**config.mk**
```make
export PLATFORM = sky130hd
export DESIGN_NAME = wait_time_est
export DESIGN_NICKNAME = d
export VERILOG_FILES = /design/src/rtl/wait_time_est.sv
export SDC_FILE = /design/constraint.sdc
export NUM_CORES = 1
export LEC_CHECK = 0
export CORE_ASPECT_RATIO = 1.1
export CORE_MARGIN = 2
export CORE_UTILIZATION = 58
export DETAILED_ROUTE_END_ITERATION = 6
export PLACE_DENSITY = 0.87
export SLEW_MARGIN = 20
export SYNTH_ARGS = -nofsm -noshare
export SYNTH_HDL_FRONTEND = slang
export SYNTH_SLANG_ARGS = --single-unit
```
**constraint.sdc**
```tcl
create_clock -name clk -period 4.3 [get_ports clk]
set_clock_uncertainty 0.15 [all_clocks]
set_input_delay 0.645 -clock clk [delete_from_list [all_inputs] [get_ports clk]]
set_output_delay 0.645 -clock clk [all_outputs]
set_load 0.005 [all_outputs]
```
**src/rtl/wait_time_est.sv**
```systemverilog
// Queue wait-time estimator: wtime = ceil(pcount * T_SVC / tellers), computed by a
// multi-cycle restoring divider behind a start/done handshake, with err/sat flags.
module wait_time_est #(
   parameter int CNT_W = 3,
   parameter int TLR_W = 2,
   parameter int T_SVC = 3,
   parameter int OUT_W = 5
) (
   input  logic             clk,
   input  logic             rst_n,
   input  logic             start,
   input  logic [CNT_W-1:0] pcount,
   input  logic [TLR_W-1:0] tellers,
   output logic             busy,
   output logic             done,
   output logic [OUT_W-1:0] wtime,
   output logic             err,
   output logic             sat
);

   localparam int PROD_W = CNT_W + $clog2(T_SVC + 1);
   localparam int ITER_W = $clog2(PROD_W + 1);
   localparam logic [31:0] OUT_MAX = 32'((1 << OUT_W) - 1);

   localparam logic [1:0] S_IDLE = 2'd0;
   localparam logic [1:0] S_DIV  = 2'd1;
   localparam logic [1:0] S_FIN  = 2'd2;

   logic [1:0]        state_q, state_d;
   logic [PROD_W-1:0] dq_q, dq_d;
   logic [TLR_W:0]    rem_q, rem_d;
   logic [TLR_W-1:0]  tlr_q, tlr_d;
   logic [ITER_W-1:0] cnt_q, cnt_d;
   logic              busy_q, busy_d;
   logic              done_q, done_d;
   logic [OUT_W-1:0]  wtime_q, wtime_d;
   logic              err_q, err_d;
   logic              sat_q, sat_d;

   logic [PROD_W-1:0] prod;
   logic [TLR_W+1:0]  rem_sh, rem_nx;
   logic [TLR_W+2:0]  diff;
   logic              fits;
   logic              rem_nz;
   logic [PROD_W-1:0] dq_nx;
   logic [PROD_W:0]   qp;
   logic [31:0]       qp_ext;

   // dq holds the dividend at load and shifts quotient bits in from the LSB.
   always_comb begin
      prod   = PROD_W'(pcount) * PROD_W'(T_SVC);
      rem_sh = {rem_q, dq_q[PROD_W-1]};
      diff   = {1'b0, rem_sh} - {3'b000, tlr_q};
      fits   = ~diff[TLR_W+2];
      rem_nx = fits ? diff[TLR_W+1:0] : rem_sh;
      rem_nz = |rem_nx;
      dq_nx  = {dq_q[PROD_W-2:0], fits};
      qp     = {1'b0, dq_nx} + {{PROD_W{1'b0}}, rem_nz};
      qp_ext = 32'(qp);
   end

   // Result is resolved on the last DIV edge so it is registered and visible in FIN.
   always_comb begin
      state_d = state_q;
      dq_d    = dq_q;
      rem_d   = rem_q;
      tlr_d   = tlr_q;
      cnt_d   = cnt_q;
      busy_d  = busy_q;
      done_d  = 1'b0;
      wtime_d = wtime_q;
      err_d   = err_q;
      sat_d   = sat_q;
      case (state_q)
         S_IDLE: begin
            if (start) begin
               tlr_d   = tellers;
               dq_d    = prod;
               rem_d   = '0;
               cnt_d   = '0;
               busy_d  = 1'b1;
               state_d = S_DIV;
            end
         end
         S_DIV: begin
            dq_d  = dq_nx;
            rem_d = rem_nx[TLR_W:0];
            cnt_d = cnt_q + ITER_W'(1);
            if (cnt_q == ITER_W'(PROD_W - 1)) begin
               state_d = S_FIN;
               done_d  = 1'b1;
               if (tlr_q == '0) begin
                  wtime_d = '1;
                  err_d   = 1'b1;
                  sat_d   = 1'b0;
               end else if (qp_ext > OUT_MAX) begin
                  wtime_d = '1;
                  err_d   = 1'b0;
                  sat_d   = 1'b1;
               end else begin
                  wtime_d = qp_ext[OUT_W-1:0];
                  err_d   = 1'b0;
                  sat_d   = 1'b0;
               end
            end
         end
         S_FIN: begin
            busy_d  = 1'b0;
            state_d = S_IDLE;
         end
         default: state_d = S_IDLE;
      endcase
   end

   always_ff @(posedge clk or negedge rst_n) begin
      if (!rst_n) begin
         state_q <= S_IDLE;
         dq_q    <= '0;
         rem_q   <= '0;
         tlr_q   <= '0;
         cnt_q   <= '0;
         busy_q  <= 1'b0;
         done_q  <= 1'b0;
         wtime_q <= '0;
         err_q   <= 1'b0;
         sat_q   <= 1'b0;
      end else begin
         state_q <= state_d;
         dq_q    <= dq_d;
         rem_q   <= rem_d;
         tlr_q   <= tlr_d;
         cnt_q   <= cnt_d;
         busy_q  <= busy_d;
         done_q  <= done_d;
         wtime_q <= wtime_d;
         err_q   <= err_d;
         sat_q   <= sat_d;
      end
   end

   assign busy  = busy_q;
   assign done  = done_q;
   assign wtime = wtime_q;
   assign err   = err_q;
   assign sat   = sat_q;

endmodule

```
**After elaboration in Yosys (flattened, before gate mapping)**

Index checks and enable logic that the tools add are counted.

- Add/sub/neg operators: 3
- Multiply operators: 1
- Magnitude comparators: 1
- Eq/ne operators: 5
- Muxes and demuxes: 18
- Bitwise logic cells: 1
- Reduce and logical (&&, ||, !) cells: 10

Operators by type and width:

| cell | count |
|---|---|
| 2-to-1 mux 5 bit | 3 |
| one-hot mux 3 bit (2 select lines) | 2 |
| one-hot mux 5 bit (2 select lines) | 1 |
| AND reduction 2 bit | 5 |
| adder 5 x 1 -> 6 bit | 1 |
| greater-than comparator 6 x 5 -> 1 bit (second input constant) | 1 |
| 2-to-1 mux 1 bit | 6 |
| multiplier 3 x 2 -> 5 bit (second input constant) | 1 |
| subtractor 4 x 2 -> 5 bit | 1 |
| zero test 2 bit | 2 |
| 2-to-1 mux 2 bit | 2 |
| 2-to-1 mux 4 bit | 1 |
| inequality test 2 bit (second input constant) | 2 |
| one-hot mux 2 bit (2 select lines) | 1 |
| nonzero test 2 bit | 2 |
| OR reduction 4 bit | 1 |
| adder 3 x 1 -> 3 bit (second input constant) | 1 |
| equality test 3 bit (second input constant) | 1 |
| 2-to-1 mux 3 bit | 1 |
| equality test 2 x 1 -> 1 bit (second input constant) | 1 |
| equality test 2 bit (second input constant) | 1 |
| one-hot mux 1 bit (2 select lines) | 1 |
| NOT 1 bit | 1 |

- Register bits after elaboration: 24
- Bits of input ports: 8
- Output and inout bits: 9
- Logic and storage cells: 49

**Logic depth before layout (Yosys ltp)**

- Word-level depth: 7
- Depth in mapped cells: 11
- Mapped depth without buffers: 11

**Worst setup path before layout**

Ideal clock, no wire load.

- Path type: reg2reg
- Start point: register tlr_q[0]
- End point: register wtime_q[3], in the netlist wtime[3]
- Arrival time: 2.431 ns
- Data required time: 4.029 ns
- Slack: 1.598 ns
- Cell stages (with the launch flop): 10
- Path buffers: 0
- Period minus slack after synthesis: 2.702 ns
- Cells stage by stage: dfrtp_1 ha_1 fa_1 nor3b_4 mux2_4 o2111ai_1 ha_1 and3_1 mux2_1 o22a_1

- Word-level cells in the longest chain between the ends: 7
- Elaborated cells between the ends (all ways): 9
- Classes of those cells: add/sub: 2; order compare: 1; mux: 3; bitwise: 1; reduce/logical: 2

Ends and longest elaborated chain:

| item | line | source |
|---|---|---|
| start, declared | 32 | `logic [TLR_W-1:0] tlr_q, tlr_d;` |
| start signal, assigned | 131 | `tlr_q <= tlr_d;` |
| subtractor 4 x 2 -> 5 bit | 53 | `diff = {1'b0, rem_sh} - {3'b000, tlr_q};` |
| 2-to-1 mux 4 bit | 55 | `rem_nx = fits ? diff[TLR_W+1:0] : rem_sh;` |
| OR reduction 4 bit | 56 | `rem_nz = \|rem_nx;` |
| adder 5 x 1 -> 6 bit | 58 | `qp = {1'b0, dq_nx} + {{PROD_W{1'b0}}, rem_nz};` |
| greater-than comparator 6 x 5 -> 1 bit | 96 | `end else if (qp_ext > OUT_MAX) begin` |
| 2-to-1 mux 5 bit | 96 |  |
| 2-to-1 mux 5 bit * | 92 | `if (tlr_q == '0) begin` |
| end signal, assigned | 135 | `wtime_q <= wtime_d;` |
| end, declared | 36 | `logic [OUT_W-1:0] wtime_q, wtime_d;` |

Mark *: on every way between the ends. The rest lies on a longest branch, timed or not.
A chain may end at the register's enable or synchronous reset.

**Worst setup path in the final report**

Same ends and word-level chain as after synthesis.

==> flow_summary_export.csv <==
group,metric,value,unit
critical_path,worstRegToRegCells,9,
yosys,ys_seq_area_share,43.24,%
critical_path,slowest_delay,0.46,ns
die,io_pins,17,
clock_tree,post_cts_buffers,0,
clock_tree,hold_buffers,0,
drt,vias,1046,
global_route,grt_pass1_wl,4754,um
clock_tree,cts_buffers,3,
global_route,track_usage,21.83,%
die,die_w,50.66,um
sta,fmax,346.1,MHz
clock_tree,clock_sinks,24,
clock_tree,cts-root-buf,"clkbuf_4",
finish,final_cell_mix,"dfrtp_1, clkdlybuf4s50_1, inv_1",
finish,fillers,172,
die,die_height,55.32,um
yosys,synth_top_cell_by_area,"dfrtp_1",
drt,drt-wirelength-per-cell,14.22,um
finish,multi_input_area,724.4,um^2
drt,detail_route.first_pass.iterations,4,
power,p_leak,0.7427,nW
drt,totalWireLength,2588,um
clock_tree,clock_latency,0.32,ns
job,maxCapViolations,0,
global_route,grt_max_degree,25,
critical_path,critPathCaptureType,"flip-flop",
critical_path,crit_top_cell,"ha_1",
yosys,synth_cell_types,40,
yosys,yosysWarnings,0,
sta,worst_pin_slew,0.5225,ns
global_route,antenna_found_initial,0,
sta,period_share,67.19,%
drt,drtIter0Drc,27,
clock_tree,clk_pin_slew_worst_paths,0.13,ns
sta,setup_tns,0,ns
yosys,syn_avg_cell_area,10.36,um^2
power,powerDensity,782.9,nW/um^2
critical_path,crit_path_cell_trace,"ha_1 -> fa_1 -> nor3b_4 -> mux2_4 -> o2111ai_1 -> ha_1 -> and3_1 -> mux2_1 -> o22a_1",
global_route,grt.overflow.total,0,
clock_tree,cts_resized,0,
sta,finalCriticalPeriod,2.889,ns
critical_path,critPathSlowestCell,"fa_1",
clock_tree,clock_path_buffers,2,
drt,drtAntennaViolNets,0,
finish,diodes,0,
min_path,min_path_type,"primary input to async pin",
finish,regArea,600.6,um^2
finish,stdcell_area,1619,um^2
finish,final_common_cell,"dfrtp_1",
clock_tree,cts_tree,"yes",
placed_design,dpl-instance-area,1572,um^2
yosys,syn_nets,153,
critical_path,crit_fanout,6,
yosys,synthCells,134,
finish,area_growth,16.58,%
power,ir_drop,539.6,uV
critical_path,worstPathRequired,4.37,ns
outcome,status,"finished, final reports clean",
critical_path,cp.arrival,2.96,ns
finish,drive_above_1_share,9.868,%
sta,max-slew-margin-rel,65.16,%
placed_design,globalplace.congestion,0.9651,
die,core_area,2252,um^2
yosys,ys_ff_latch,24,
sta,slew_viol_final,0,
critical_path,worstSetupStartpointType,"flip-flop",
clock_tree,htreeDepth,1,
drt,via_per_inst,5.747,
die,die-area,2802,um^2
yosys,yosysTopAreaCellShare,43.24,%
sta,setup_violations,0,
critical_path,worst-r2r-setup-slack,1.41,ns
finish,fin_nets,172,
placed_design,portBuffers,16,
die,row_count,18,
placed_design,dp_hpwl,2050,um
sta,rsz0062_at_grt,"false",
die,initial_core_util,61.67,%
yosys,synthTopCellsByArea,"dfrtp_1, ha_1, inv_1",
drt,post-route-drc-count,0,
critical_path,worstSetupPathType,"flip-flop to flip-flop",
sta,hold_viol_final,0,
yosys,syn_area,1389,um^2
global_route,grt_pass1_vias,1137,
[flip-flops by register name, summed over array words and instances, names as in the netlist]
name     count
busy         1
state_q      2
cnt_q        3
done         1
dq_q         5
tlr_q        2
wtime        5
rem_q        3
sat          1
err          1
[kinds of logic after synthesis]
group           count (synthesis)  synth area share, %
compound gates                 36                17.39
buf+inv                        15                4.594
flops                          24                43.24
fa+ha+maj                      11                10.99
xor+xnor                        3                1.892
mux                             5                4.234
simple gates                   40                17.66
[cells in the mapped netlist, drive strengths merged]
| library cell | count |
|---|---|
| o2bb2a | 1 |
| o21bai | 1 |
| nand4b | 1 |
| xnor2 | 2 |
| a31oi | 4 |
| nand2b | 4 |
| or3 | 1 |
| mux2 | 4 |
| buf | 2 |
| a21boi | 1 |
| xor2 | 1 |
| nor2b | 5 |
| inv | 13 |
| a2bb2oi | 1 |
| nand2 | 10 |
| fa | 2 |
| and2b | 1 |
| o21ai | 9 |
| a32oi | 1 |
| and2 | 1 |
| o2111ai | 1 |
| mux2i | 1 |
| a22o | 3 |
| nor3b | 3 |
| o22ai | 1 |
| a21bo | 1 |
| dfrtp | 24 |
| ha | 9 |
| a22oi | 4 |
| o22a | 1 |
| nor2 | 10 |
| a21oi | 7 |
| nand3 | 3 |
| and3 | 1 |
[layout make-up]
cell class	count	share of cell area, %
well taps	30	2.318
inverters	13	3.014
clock buffers	3	1.391
flip-flops and latches	24	37.09
multi-input cells	95	44.75
repair buffers	16	9.583
clock inverters	1	1.855
[metrics by stage]
step	hold slack (ns)	power [mW]	worst slack [ns]	utilization, %	std cells
after floorplan	0.1994	0.9043	1.598	-	134
after global placement	0.3128	1.069	1.521	69.78	178
after detailed placement	0.3217	1.108	1.419	69.78	178
after CTS	0.3542	1.269	1.412	72.11	182
after global routing	0.1584	1.380	1.274	71.89	182
final	0.1283	1.268	1.411	71.89	182
[worst paths after layout]
kind | from | end
worst max-delay path | tlr_q[0]$_DFFE_PN0P_ | wtime[3]$_DFFE_PN0P_
worst min-delay path | rst_n | busy$_DFFE_PN0P_
worst max register to register | tlr_q[0]$_DFFE_PN0P_ | wtime[3]$_DFFE_PN0P_
worst min register to register | err$_DFFE_PN0P_ | err$_DFFE_PN0P_
max in group asynchronous | rst_n | wtime[4]$_DFFE_PN0P_
min in group clk | err$_DFFE_PN0P_ | err$_DFFE_PN0P_
[critical path: cells and delay by family, from the launching register on]
| family | cells | cell delay, ns |
|---|---|---|
| adders and majority gates | 3 | 0.87 |
| muxes | 2 | 0.65 |
| DFF | 1 | 0.43 |
| and+or+nand+nor | 2 | 0.42 |
| AOI/OAI and AO/OA | 2 | 0.26 |
[report_power, final]
group | internal [mW] | leakage [nW] | total (mW) | switching [mW]
registers | 0.329 | 0.284 | 0.454 | 0.126
clock network | 0.0943 | 0.0279 | 0.164 | 0.0697
logic | 0.347 | 0.430 | 0.649 | 0.302
[layer usage]
metal	up-vias	wire (um)	track usage (%)
met4	0	46	8.880
met5	-	0	0
met2	25	1317	37.03
met3	4	84	2.703
met1	511	1139	27.93
li1	506	-	-
Power figures use the tool's default switching activity.
==> variant 1, RTL diff (same flow settings) <==
Register the inputs `start`, `pcount` and `tellers` before use, cleared by the reset. The logic sees them one clock later. Comments in the files are not updated.
--- a/src/rtl/wait_time_est.sv
+++ b/src/rtl/wait_time_est.sv
@@ -26,6 +26,22 @@
    localparam logic [1:0] S_DIV  = 2'd1;
    localparam logic [1:0] S_FIN  = 2'd2;
 
+   logic start_q;
+   logic [CNT_W-1:0] pcount_q;
+   logic [TLR_W-1:0] tellers_q;
+
+   always_ff @(posedge clk or negedge rst_n) begin
+      if (!rst_n) begin
+         start_q   <= '0;
+         pcount_q  <= '0;
+         tellers_q <= '0;
+      end else begin
+         start_q   <= start;
+         pcount_q  <= pcount;
+         tellers_q <= tellers;
+      end
+   end
+
    logic [1:0]        state_q, state_d;
    logic [PROD_W-1:0] dq_q, dq_d;
    logic [TLR_W:0]    rem_q, rem_d;
@@ -48,7 +64,7 @@
 
    // dq holds the dividend at load and shifts quotient bits in from the LSB.
    always_comb begin
-      prod   = PROD_W'(pcount) * PROD_W'(T_SVC);
+      prod   = PROD_W'(pcount_q) * PROD_W'(T_SVC);
       rem_sh = {rem_q, dq_q[PROD_W-1]};
       diff   = {1'b0, rem_sh} - {3'b000, tlr_q};
       fits   = ~diff[TLR_W+2];
@@ -73,8 +89,8 @@
       sat_d   = sat_q;
       case (state_q)
          S_IDLE: begin
-            if (start) begin
-               tlr_d   = tellers;
+            if (start_q) begin
+               tlr_d   = tellers_q;
                dq_d    = prod;
                rem_d   = '0;
                cnt_d   = '0;
Function: changed (Yosys sat finds a counterexample within 4 cycles, from zero or initial values and one cycle with rst_n low).
==> variant 1 against the unedited design <==
  * Power up 5.6%
  * Area after synthesis up 9.6%
  * Final area up 8.7%
  * Critical path depth unchanged
  * Global-route usage up 0.68 points
  * Routed wire length up 6.9%
  * Non-clock buffer count up 1
  * Critical path type unchanged
  * Setup slack better by 0.12 ns
  * Sequential cell count up 6
==> variant 1: results (changes against the unedited design) <==
- Post-synth cell types: 43 (was 40)
- CP max stage cell: fa_1 (unchanged)
- Worst Path Arrival: 2.84 ns (was 2.96 ns)
- DR WL/cell: 14.4 um (was 14.2 um)
- Placed Cells: 185 (was 178)
- CP peak stage delay: 0.46 ns (about the same)
- First-pass GRT wire length: 4880 um (was 4750 um)
- Pleak: 0.807 nW (was 0.743 nW)
- Fill cells: 193 (was 172)
- Max_slew headroom: 69.6% (was 65.2%)
- Worst skew pair latency: 0.34 ns (was 0.32 ns)
- Post-place instance area: 1710 um^2 (was 1570 um^2)
- Ys async rst share: 100% (unchanged)
- Clk buf depth: 2 (unchanged)
- Hold Path Class: reg -> reg (was in -> async)
- Switching Fraction: 40.0% (was 39.2%)
- Status: complete, no violations (unchanged)
- Pin count of the biggest net entering global routing: 31 (was 25)
- Vias in the first global route: 1075 (was 1137)
- CTS clk-pin slew, worst paths: 0.10 ns (was 0.13 ns)
- H-tree depth: 2 (was 1)
- Fraction of layout cells with a size suffix above 1: 11.8% (was 9.87%)
- Nets: 180 (was 172)
- Num CTS Buffers: 5 (was 3)
- Detailed Route Iter0 Violations: 27 (unchanged)
- Pre-CTS setup slack: 1.53 ns (was 1.42 ns)
- Worst vdd rail ir drop: 0.000399 V (was 0.000540 V)
- HPWL after DPL: 2060 um (was 2050 um)
- Area share of the largest cell type after synthesis: 49.3% (was 43.2%)
- DRT Wirelength: 2770 um (was 2590 um)
- Synth area leaders: dfrtp_1, ha_1, inv_1, nor2_1, fa_1 (was dfrtp_1, ha_1, inv_1, fa_1, nand2_1)
- Syn Nets: 159 (was 153)
- GRT Util Overall: 22.5% (was 21.8%)
- Avg Cell Area, Syn: 10.9 um^2 (was 10.4 um^2)
- Register area share after synthesis: 49.3% (was 43.2%)
- Clk root buf: clkbuf_4 (unchanged)
- Via density: 5.70 (was 5.75)
- Area of the multi-input gates: 707 um^2 (was 724 um^2)
- Final Wtd Congestion: 0.970 (was 0.965)
- PostCTS Resize Cnt: 0 (unchanged)
- Synth top cells by count: dfrtp_1, inv_1, nor2_1 (was dfrtp_1, inv_1, nand2_1, nor2_1, ha_1)
==> variant 1: power by group through the flow <==
| stage | logic [mW] | clock network [mW] | registers [mW] |
|---|---|---|---|
| 2_1_floorplan | 0.493 | 0 | 0.481 |
| 3_3_place_gp | 0.622 | 0 | 0.514 |
| 3_5_place_dp | 0.665 | 0 | 0.524 |
| 4_1_cts | 0.668 | 0.157 | 0.518 |
| 5_1_grt | 0.751 | 0.169 | 0.538 |
| 6_report | 0.662 | 0.157 | 0.519 |
==> variant 1: layer usage <==
layer	part of all wire, %	vias to the layer above	track usage [%]
li1	-	526	-
met1	40	537	25.8
met2	52	23	38.4
met3	5.2	8	5.67
met4	2.2	0	11.4
met5	0	-	0
==> variant 1: logic make-up after synthesis <==
| logic type | share of synthesized area, % |
|---|---|
| flops | 49.3 |
| buf+inv | 4.27 |
| mux | 3.12 |
| compound gates | 15.9 |
| xor+xnor | 2.30 |
| simple gates | 15.0 |
| fa+ha+maj | 10.0 |
==> variant 1: cell type report <==
type                       count  area share (%)
tap                           31            2.20
inverter                      13            2.77
timing repair buffer          17            9.52
clock buffer                   5            2.13
clock inverter                 2           0.569
multi-input combinational     94            40.2
sequential                    30            42.6
==> variant 1: worst max-delay path: cells and delay by family, from the launching register on <==
kind            cells  cell delay (ns)
fa+ha+maj           3             0.88
compound gates      3             0.55
simple gates        2             0.43
flops               1             0.41
mux                 1             0.22
==> variant 1: worst paths after layout <==
check | startpoint | to | slack, ns | cells after the start
max in group asynchronous | rst_n | pcount_q[1] | 3.19 | 2
min in group asynchronous | rst_n | rem_q[0] | 0.53 | 2
hold / removal | sat | sat | 0.33 | 2
setup reg to reg | tlr_q[0] | wtime[2] | 1.53 | 9
hold reg to reg | sat | sat | 0.33 | 2
setup / recovery | tlr_q[0] | wtime[2] | 1.53 | 9
==> variant 2, RTL diff (same settings) <==
Made on the original files. The parameter `TLR_W` goes from 2 to 4.
--- a/src/rtl/wait_time_est.sv
+++ b/src/rtl/wait_time_est.sv
@@ -2,7 +2,7 @@
 // multi-cycle restoring divider behind a start/done handshake, with err/sat flags.
 module wait_time_est #(
    parameter int CNT_W = 3,
-   parameter int TLR_W = 2,
+   parameter int TLR_W = 4,
    parameter int T_SVC = 3,
    parameter int OUT_W = 5
 ) (
Ports: changed (resized tellers); port bits go from 17 to 19. The function was not compared with the original's and may differ.
==> variant 2 against the unedited design <==
  * Non-clock buffer count grew 3
  * Area after synthesis is 12% higher
  * Setup slack lost 0.46 ns
  * Global-route usage grew 2.2 points
  * Count of clock-buffer cells in the layout grew 1
  * Sequential cell count is 4 higher
  * Critical path depth rose by 5
  * Final area rose by 11%
  * Power is 15% higher
  * Clock power shrank 19%
  * Routed wire length increased by 25%
==> variant 2: results (changes against the unedited design) <==
- Status: complete, no violations (unchanged)
- Switching power total: 0.625 mW (was 0.497 mW)
- CP peak stage delay: 0.52 ns (was 0.46 ns)
- Max_slew headroom: 58.4% (was 65.2%)
- H-tree depth: 1 (unchanged)
- Final Wtd Congestion: 0.945 (was 0.965)
- Sink Count: 28 (was 24)
- Setup violators final: 0 (unchanged)
- CP max stage cell: or4_1 (was fa_1)
- Nets: 199 (was 172)
- Antenna violations before repair: 0 (unchanged)
- Seq area share: 38.9% (was 37.1%)
- Avg Cell Area, Syn: 10.1 um^2 (was 10.4 um^2)
- Synth area leaders: dfrtp_1, ha_1, nand2_1, o21ai_0, a21oi_1 (was dfrtp_1, ha_1, inv_1, fa_1, nand2_1)
- CTS clk-pin slew, worst paths: 0.15 ns (was 0.13 ns)
- Area of the multi-input gates: 791 um^2 (was 724 um^2)
- Worst vdd rail ir drop: 0.000556 V (was 0.000540 V)
- Synth top cells by count: dfrtp_1, nand2_1, o21ai_0 (was dfrtp_1, inv_1, nand2_1, nor2_1, ha_1)
- Clock network fraction of total power: 9.1% (was 12.9%)
- Via count: 1177 (was 1046)
- Fraction of layout cells with a size suffix above 1: 6.86% (was 9.87%)
- Multi-In Gates: 111 (was 95)
- # clk buffers: 4 (was 3)
- GRT Util Overall: 24.0% (was 21.8%)
- Detailed Route Iter0 Violations: 29 (was 27)
- PostCTS Resize Cnt: 0 (unchanged)
- CP delay by family, top: simple AND/OR/NAND/NOR gates (was adder cells)
- Pin count of the biggest net entering global routing: 29 (was 25)
- Hold Path Class: reg -> reg (was in -> async)
- Pleak: 0.789 nW (was 0.743 nW)
- Worst skew pair latency: 0.34 ns (was 0.32 ns)
- Top_reg_cell synth: dfrtp_1 (unchanged)
- DRT Wirelength: 3230 um (was 2590 um)
- HPWL after DPL: 2440 um (was 2050 um)
- IO Port Bufs: 18 (was 16)
- Gr ovfl total: 0 (unchanged)
- Clock network contribution to total cell area: 2.01% (was 3.25%)
- Post-place instance area: 1770 um^2 (was 1570 um^2)
- CP max FO: 5 (was 6)
- Syn Nets: 177 (was 153)
- Non-Clock Buffer Count: 19 (was 16)
- Ant. Diodes: 0 (unchanged)
- Register area share after synthesis: 45.2% (was 43.2%)
- First-pass GRT wire length: 5410 um (was 4750 um)
- Comb. pwr: 0.822 mW (was 0.649 mW)
- NonClk Buf Share: 10.4% (was 9.58%)
- Fill cells: 196 (was 172)
- DRT Pass-1 Iters: 4 (unchanged)
variant 2: cell count changes after synthesis, sizes merged, moves of 3 or more:
cell    change
nand2      +10
o21ai       +9
nor2        -5
a31oi       -4
dfrtp       +4
o22a        +4
a21oi       +3
mux2        -3
nand2b      -3
nor3b       -3
variant 2: kinds of logic after synthesis:
| kind of cell | share of synthesized area [%] |
|---|---|
| AO/OA/AOI/OAI | 20.4 |
| multiplexers | 2.02 |
| buffers and inverters | 3.71 |
| XOR/XNOR | 3.39 |
| AND/OR/NAND/NOR | 13.8 |
| flip-flops | 45.2 |
| adder cells (fa/ha/maj) | 11.5 |
variant 2: per-layer routing:
| layer | global-route usage, % | part of all wire [%] | vias up |
|---|---|---|---|
| met3 | 3.09 | 2.8 | 5 |
| met1 | 31.3 | 45 | 563 |
| met5 | 0 | 0 | - |
| li1 | - | - | 583 |
| met2 | 41.4 | 51 | 26 |
| met4 | 6.59 | 1.2 | 0 |
variant 2: through the flow:
step	setup WS, ns	cells	util, %	total power, mW	hold WS (ns)
after global routing	0.777	206	71.5	1.59	0.409
after detailed placement	0.990	202	70.1	1.32	0.355
final	0.951	206	71.5	1.46	0.378
after global placement	1.14	202	70.1	1.28	0.315
after CTS	0.980	206	71.5	1.46	0.384
after floorplan	1.30	154	-	1.07	0.199
variant 2: path summary, 6_finish.rpt:
| check | startpoint | to | slack, ns | cells past startpoint |
|---|---|---|---|---|
| setup / recovery | dq_q[4] | wtime[4] | 0.95 | 14 |
| hold / removal | err | err | 0.38 | 2 |
| hold reg to reg | err | err | 0.38 | 2 |
| setup reg to reg | dq_q[4] | wtime[4] | 0.95 | 14 |
| max in group asynchronous | rst_n | dq_q[3] | 3.23 | 2 |
| min in group asynchronous | rst_n | state_q[0] | 0.51 | 2 |
